### src/rtl/servo_sweep_seq.sv
// servo_sweep_seq: frame-paced servo sweep sequencer.
// A debounced speed button sets how many frames each position is held.
`timescale 1ns/1ps
module servo_sweep_seq #(
  parameter int FRAME_TICKS = 200,
  parameter int DEB_TICKS   = 200,
  parameter int MIN_W       = 7,
  parameter int MAX_W       = 17,
  parameter int CENTER_W    = 12,
  parameter int HOLD_UNIT   = 5
) (
  input  logic       clk_10KHz,
  input  logic       reset,
  input  logic       enable,
  input  logic       btn_speed,
  output logic [4:0] width_code,
  output logic       frame_start,
  output logic [2:0] speed,
  output logic       dir,
  output logic       busy
);

  localparam int FW = $clog2(FRAME_TICKS);
  localparam int DW = $clog2(DEB_TICKS + 1);

  typedef enum logic [1:0] {
    IDLE       = 2'd0,
    SWEEP_UP   = 2'd1,
    SWEEP_DOWN = 2'd2
  } state_t;

  state_t        state, state_n;
  logic [FW-1:0] frame_cnt;
  logic          frame_end;
  logic [1:0]    sync;
  logic          acc, acc_d;
  logic [DW-1:0] deb_cnt;
  logic [5:0]    hold_cnt, hold_n;
  logic [4:0]    width_n, w_up, w_dn;
  logic          dir_n;
  logic [6:0]    step_thr;
  logic          step, in_range, sweeping;
  logic          kill, start, hold_go;
  logic          step_up, step_dn;

  assign frame_end = frame_cnt == FW'(FRAME_TICKS - 1);
  assign w_up      = width_code + 5'd1;
  assign w_dn      = width_code - 5'd1;
  assign step_thr  = 7'(HOLD_UNIT * (int'(speed) + 1) - 1);
  assign step      = {1'b0, hold_cnt} >= step_thr;
  assign in_range  = (width_code >= 5'(MIN_W))
                   && (width_code <= 5'(MAX_W));
  assign sweeping  = (state == SWEEP_UP)
                   || (state == SWEEP_DOWN);
  assign kill      = !enable || !in_range;
  assign start     = !kill && (state == IDLE);
  assign hold_go   = !kill && sweeping && !step;
  assign step_up   = !kill && (state == SWEEP_UP) && step;
  assign step_dn   = !kill && (state == SWEEP_DOWN) && step;

  // frame timebase: free-running 0..FRAME_TICKS-1
  always_ff @(posedge clk_10KHz or posedge reset) begin
    if (reset) frame_cnt <= '0;
    else if (frame_end) frame_cnt <= '0;
    else frame_cnt <= frame_cnt + FW'(1);
  end

  // button sync, debounce and speed select on accepted rising edge
  always_ff @(posedge clk_10KHz or posedge reset) begin
    if (reset) begin
      sync    <= '0;
      acc     <= 1'b0;
      acc_d   <= 1'b0;
      deb_cnt <= '0;
      speed   <= '0;
    end else begin
      sync  <= {sync[0], btn_speed};
      acc_d <= acc;
      if (sync[1] == acc) begin
        deb_cnt <= '0;
      end else if (deb_cnt == DW'(DEB_TICKS)) begin
        acc     <= sync[1];
        deb_cnt <= '0;
      end else begin
        deb_cnt <= deb_cnt + DW'(1);
      end
      if (acc && !acc_d && enable) speed <= speed + 3'd1;
    end
  end

  // sweep state and position registers, updated on frame edges only
  always_ff @(posedge clk_10KHz or posedge reset) begin
    if (reset) begin
      state      <= IDLE;
      width_code <= 5'(CENTER_W);
      dir        <= 1'b1;
      hold_cnt   <= '0;
    end else begin
      state      <= state_n;
      width_code <= width_n;
      dir        <= dir_n;
      hold_cnt   <= hold_n;
    end
  end

  // next sweep state; a disable or bad width always wins over a step
  always_comb begin
    state_n = state;
    width_n = width_code;
    dir_n   = dir;
    hold_n  = hold_cnt;
    if (frame_end) begin
      unique case (1'b1)
        kill: begin
          state_n = IDLE;
          width_n = 5'(CENTER_W);
          dir_n   = 1'b1;
          hold_n  = '0;
        end
        start: begin
          state_n = SWEEP_UP;
          width_n = 5'(CENTER_W);
          dir_n   = 1'b1;
          hold_n  = '0;
        end
        hold_go: hold_n = hold_cnt + 6'd1;
        step_up: begin
          hold_n  = '0;
          width_n = w_up;
          if (w_up == 5'(MAX_W)) begin
            state_n = SWEEP_DOWN;
            dir_n   = 1'b0;
          end
        end
        step_dn: begin
          hold_n  = '0;
          width_n = w_dn;
          if (w_dn == 5'(MIN_W)) begin
            state_n = SWEEP_UP;
            dir_n   = 1'b1;
          end
        end
        default: begin
          state_n = IDLE;
          width_n = 5'(CENTER_W);
          dir_n   = 1'b1;
          hold_n  = '0;
        end
      endcase
    end
  end

  // status outputs; no frame strobe while reset is held
  always_comb begin
    busy        = sweeping;
    frame_start = (frame_cnt == '0) && !reset;
  end

endmodule

### config.mk
export PLATFORM = sky130hd
export DESIGN_NAME = servo_sweep_seq
export DESIGN_NICKNAME = d
export VERILOG_FILES = /design/src/rtl/servo_sweep_seq.sv
export SDC_FILE = /design/constraint.sdc
export NUM_CORES = 1
export LEC_CHECK = 0
export ABC_AREA = 0
export BUFFER_PORTS_ARGS = -buffer_cell sky130_fd_sc_hd__buf_2
export CAP_MARGIN = 20
export CORE_MARGIN = 2
export CORE_UTILIZATION = 55
export CTS_BUF_LIST = sky130_fd_sc_hd__clkbuf_16
export DETAILED_ROUTE_END_ITERATION = 7
export PLACE_DENSITY = 0.76
export REMOVE_ABC_BUFFERS = 1
export SLEW_MARGIN = 0
export SYNTH_ARGS = -nofsm -noshare
export SYNTH_HDL_FRONTEND = slang
export SYNTH_SLANG_ARGS = --single-unit
### constraint.sdc
create_clock -name clk_10KHz -period 3.4 [get_ports clk_10KHz]
set_input_delay 0.17 -clock clk_10KHz [delete_from_list [all_inputs] [get_ports clk_10KHz]]
set_output_delay 0.17 -clock clk_10KHz [all_outputs]
set_load 0.1 [all_outputs]
==> summary.txt <==
Status
  – Failing checks: setup timing
  – Status: finished with violations

Min path
  – Hold/Removal Path Class: input port to flop
  – Hold_sp: enable
  – Hold path cells: 3
  – Worst hold endpoint: speed[2]$_DFFE_PP0P_

Logic synthesis
  – Dominant synthesized flop cell: dfrtp_1
  – Post-synthesis sequential area ratio: 0.363
  – Ys Warns: 0
  – Number of distinct library cells after synthesis: 51
  – Post-synth EDFFs: 0
  – Synth Register Bits: 37
  – Average cell area after synthesis: about 9.6 um2
  – Synth async-reset ratio: 1.00
  – Post-Syn Instances: between 200 and 300
  – Post-Synthesis Cell Area: ~2600 um2

Route
  – DR vias: 2,160
  – Via density per instance: approximately 6.0
  – Final ANT Viol Nets: 0
  – Drt wl/cell: around 16 um
  – WL final: between 5000 and 6000 um
  – DR pass1 iterations: 4
  – DRC viols: 0
  – First DRT Iteration DRCs: 132

Clocking
  – Clock transition at path regs: ~0.05 ns
  – Clk sink count: 37
  – CTS max path bufs: 2
  – Later-pin clock latency in the skew report: 0.27 ns
  – Total CTS buffers: 5
  – CTS tree: built
  – Root Driver: clkbuf_16
  – H-tree levels: 2

Timing
  – Max Clock Skew: about 0.0033 ns
  – Setup ws final: -0.0116 ns
  – Final setup fails: 1
  – Tmin final: 3.41 ns
  – Slew at the pin with the worst max-slew slack: roughly 0.73 ns
  – Slew Limit Headroom: 0.511
  – Unrepaired setup endpoints after global routing: true
  – Final Hold Fails: 0
  – Final Slew Violations: 0
  – Final worst-path cycle share: 1.00
  – Fmax: between 0.2 and 0.3 GHz

Floorplanning
  – Die Y: around 72 um
  – DIE AREA: approximately 5200 um2
  – Initial Util: 0.580
  – Num rows: 24
  – Die W: 72.3 um
  – Core area: between 4000 and 5000 um2
  – IO Pins: 15

Pwr
  – Max IR drop VDD: between 0.3 and 0.4 mV
  – Gate power share: 0.041
  – Sw Share: 0.204
  – Clk pwr share: 0.464
  – NetSw: 185 uW
  – P per Cell Area: around 280 nW/um2
  – Pleak: about 0.0015 uW
  – Internal Power: a little over 700 uW
  – Reg power frac: 0.495

Layout
  – Commonest non-fill, non-tap cell in the layout: dfrtp_1
  – Commonest cells after routing, fill and taps aside: dfrtp_1 (34), nor2_1 (24), ha_1 (20)
  – Share of post-route cells with drive strength above 1: 0.252
  – Final-layout fill cell count: roughly 320
  – Final instance area: around 3200 um2
  – Ant. Diodes: 0
  – Layout net count: around 340
  – Area Overhead vs Synth: 24.8%
  – Final Util: 0.724

Worst setup path
  – Startpoint Class: flop
  – CP peak stage delay: about 0.42 ns
  – Crit end category: flop
  – CP required: approximately 3.6 ns
  – Reg-to-reg endpoint: state[0]$_DFFE_PP0P_
  – Crit path max-delay family: compound AO/OA/AOI/OAI gates
  – R2R Path Start: speed[0]$_DFFE_PP0P_
  – Cells on worst reg2reg path: 14
  – Most used cell, CP: ha_4
  – Cells along the critical path: ha_4, xor2_4, ha_4, ha_4, a21o_1, a21oi_2, xor2_1, ha_1, a21o_1, a21oi_2, o21ai_4, a31oi_4, o21bai_4, mux2_4
  – Critical path class: flop to flop
  – Worst R2R Setup Slack: -0.01 ns
  – Slowest CP cell: dfrtp_1
  – CP Data Arrival Time: about 3.6 ns
  – Crit path max fanout: 4
  – CP bufs+invs: 0

GRT
  – Total congestion overflow: 0
  – Initial antenna violation count: 0
  – First-pass GRT wire length: 9560 um
  – GRT Total Usage: 0.235
  – Largest net degree at the start of global routing: 30
  – Vias in the first global route: about 2,100

Run
  – Maxcap violations: 0

Placement
  – Gpl congestion: approximately 0.9
  – Port bufs: 14
  – DP Area: ~2700 um2
  – Dpl hpwl: approximately 3600 um
==> cell type report <==
| type | count | area (um2) | share of cell area |
|---|---|---|---|
| Sequential cell | 37 | 930 | 0.291 |
| Inverter | 19 | 71.3 | 0.0223 |
| Tap cell | 52 | 65.1 | 0.0203 |
| Clock buffer | 5 | 125 | 0.0391 |
| Multi-Input combinational cell | 202 | 1690 | 0.527 |
| Clock inverter | 3 | 11.3 | 0.00352 |
| Timing Repair Buffer | 40 | 309 | 0.0966 |
==> worst register-to-register path, cell delays in order, from the launching register on <==
cell and delay, ns:
dfrtp_1 0.42, ha_4 0.20, xor2_4 0.16, ha_4 0.29, ha_4 0.19, a21o_1 0.16, a21oi_2 0.14, xor2_1 0.18
ha_1 0.27, a21o_1 0.20, a21oi_2 0.22, o21ai_4 0.14, a31oi_4 0.24, o21bai_4 0.17, mux2_4 0.31
==> flip-flops by register name, indices dropped and copies added, names as in the netlist <==
name        flops
state           2
sync            2
deb_cnt         8
acc             1
hold_cnt        6
width_code      5
speed           3
dir             1
acc_d           1
frame_cnt       8
==> layer usage <==
metal,track usage,up-vias,routed length (um)
li1,-,1030,-
met5,0,-,0
met2,0.377,72,2880
met4,0.122,0,180
met1,0.304,1040,2540
met3,0.0458,18,240
==> metrics by stage <==
stage          setup TNS [ns]  instances  power, uW  setup WS (ns)  hold slack [ns]
2_1_floorplan          -10.73        258        473          -1.09            0.201
3_3_place_gp                0        336        483         0.0577            0.140
3_5_place_dp           -0.137        336        485        -0.0549            0.151
4_1_cts                -0.114        353        914        -0.0494            0.255
5_1_grt                -0.366        358        935        -0.0836            0.301
6_report              -0.0116        358        909        -0.0116            0.257
==> power groups by stage <==
| stage | clock network [uW] | logic [uW] | registers, uW |
|---|---|---|---|
| after floorplan | 0 | 16.8 | 456 |
| after global placement | 0 | 26.6 | 457 |
| after detailed placement | 0 | 28.0 | 457 |
| after CTS | 428 | 37.4 | 449 |
| after global routing | 444 | 41.9 | 450 |
| final | 421 | 37.7 | 450 |
==> worst max path at each step <==
stage                              start                   end  slack (ns)  cells past startpoint
CTS                 speed[1]$_DFFE_PP0P_  state[0]$_DFFE_PP0P_       -0.05                     14
detailed placement  speed[0]$_DFFE_PP0P_  state[0]$_DFFE_PP0P_       -0.05                     14
floorplan           speed[0]$_DFFE_PP0P_  state[0]$_DFFE_PP0P_       -1.09                     14
global route        speed[0]$_DFFE_PP0P_  state[1]$_DFFE_PP0P_       -0.08                     15
finish              speed[0]$_DFFE_PP0P_  state[0]$_DFFE_PP0P_       -0.01                     14
global placement    speed[0]$_DFFE_PP0P_  state[1]$_DFFE_PP0P_        0.06                     15
==> what timing repair did <==
item | 4_1_cts | 5_1_grt
setup buffers | 7 | 5
endpoints found under the hold margin | 9 | 0
hold buffers | 2 | 0
resized for setup | 23 | 14
setup endpoints to repair | 8 | 14
pin swaps | 18 | 21
==> cells by family (layout without fill, tap and decap cells) <==
| group | Yosys count | count (layout) | share of synthesized area |
|---|---|---|---|
| and+or+nand+nor | 83 | 83 | 0.165 |
| AOI/OAI and AO/OA | 63 | 63 | 0.188 |
| DFF | 37 | 37 | 0.363 |
| buffers and inverters | 28 | 67 | 0.0479 |
| adders and majority gates | 26 | 26 | 0.130 |
| xor gates and xnor gates | 24 | 24 | 0.0820 |
| muxes | 6 | 6 | 0.0249 |
==> synth_stat cells, types with 2 or more instances <==
| cell | number | area [um2] |
|---|---|---|
| ha_1 | 25 | 313 |
| nand2_1 | 12 | 45.0 |
| buf_6 | 2 | 22.5 |
| nand2b_1 | 2 | 12.5 |
| mux2_2 | 2 | 22.5 |
| a31oi_1 | 4 | 25.0 |
| a21o_1 | 8 | 60.1 |
| clkbuf_1 | 5 | 18.8 |
| a21oi_1 | 10 | 50.1 |
| nand3b_1 | 3 | 22.5 |
| o21ai_1 | 2 | 10.0 |
| nor4_1 | 4 | 25.0 |
| mux2i_1 | 3 | 30.0 |
| nor2_1 | 24 | 90.1 |
| xor2_1 | 16 | 140 |
| o21a_1 | 2 | 15.0 |
| a211o_1 | 4 | 35.0 |
| o31ai_1 | 4 | 30.0 |
| xnor2_1 | 8 | 70.1 |
| o21ai_0 | 5 | 25.0 |
| and3_1 | 6 | 37.5 |
| nor2b_1 | 3 | 18.8 |
| buf_2 | 2 | 10.0 |
| nor3_1 | 6 | 30.0 |
| dfstp_2 | 3 | 78.8 |
| a211oi_1 | 5 | 37.5 |
| inv_1 | 19 | 71.3 |
| nand3_1 | 15 | 75.1 |
| a22o_1 | 3 | 26.3 |
| nand4_1 | 2 | 12.5 |
| o21bai_1 | 4 | 30.0 |
| a22oi_1 | 2 | 15.0 |
| dfrtp_1 | 34 | 851 |
No activity file was read; power rests on OpenSTA's default activity.
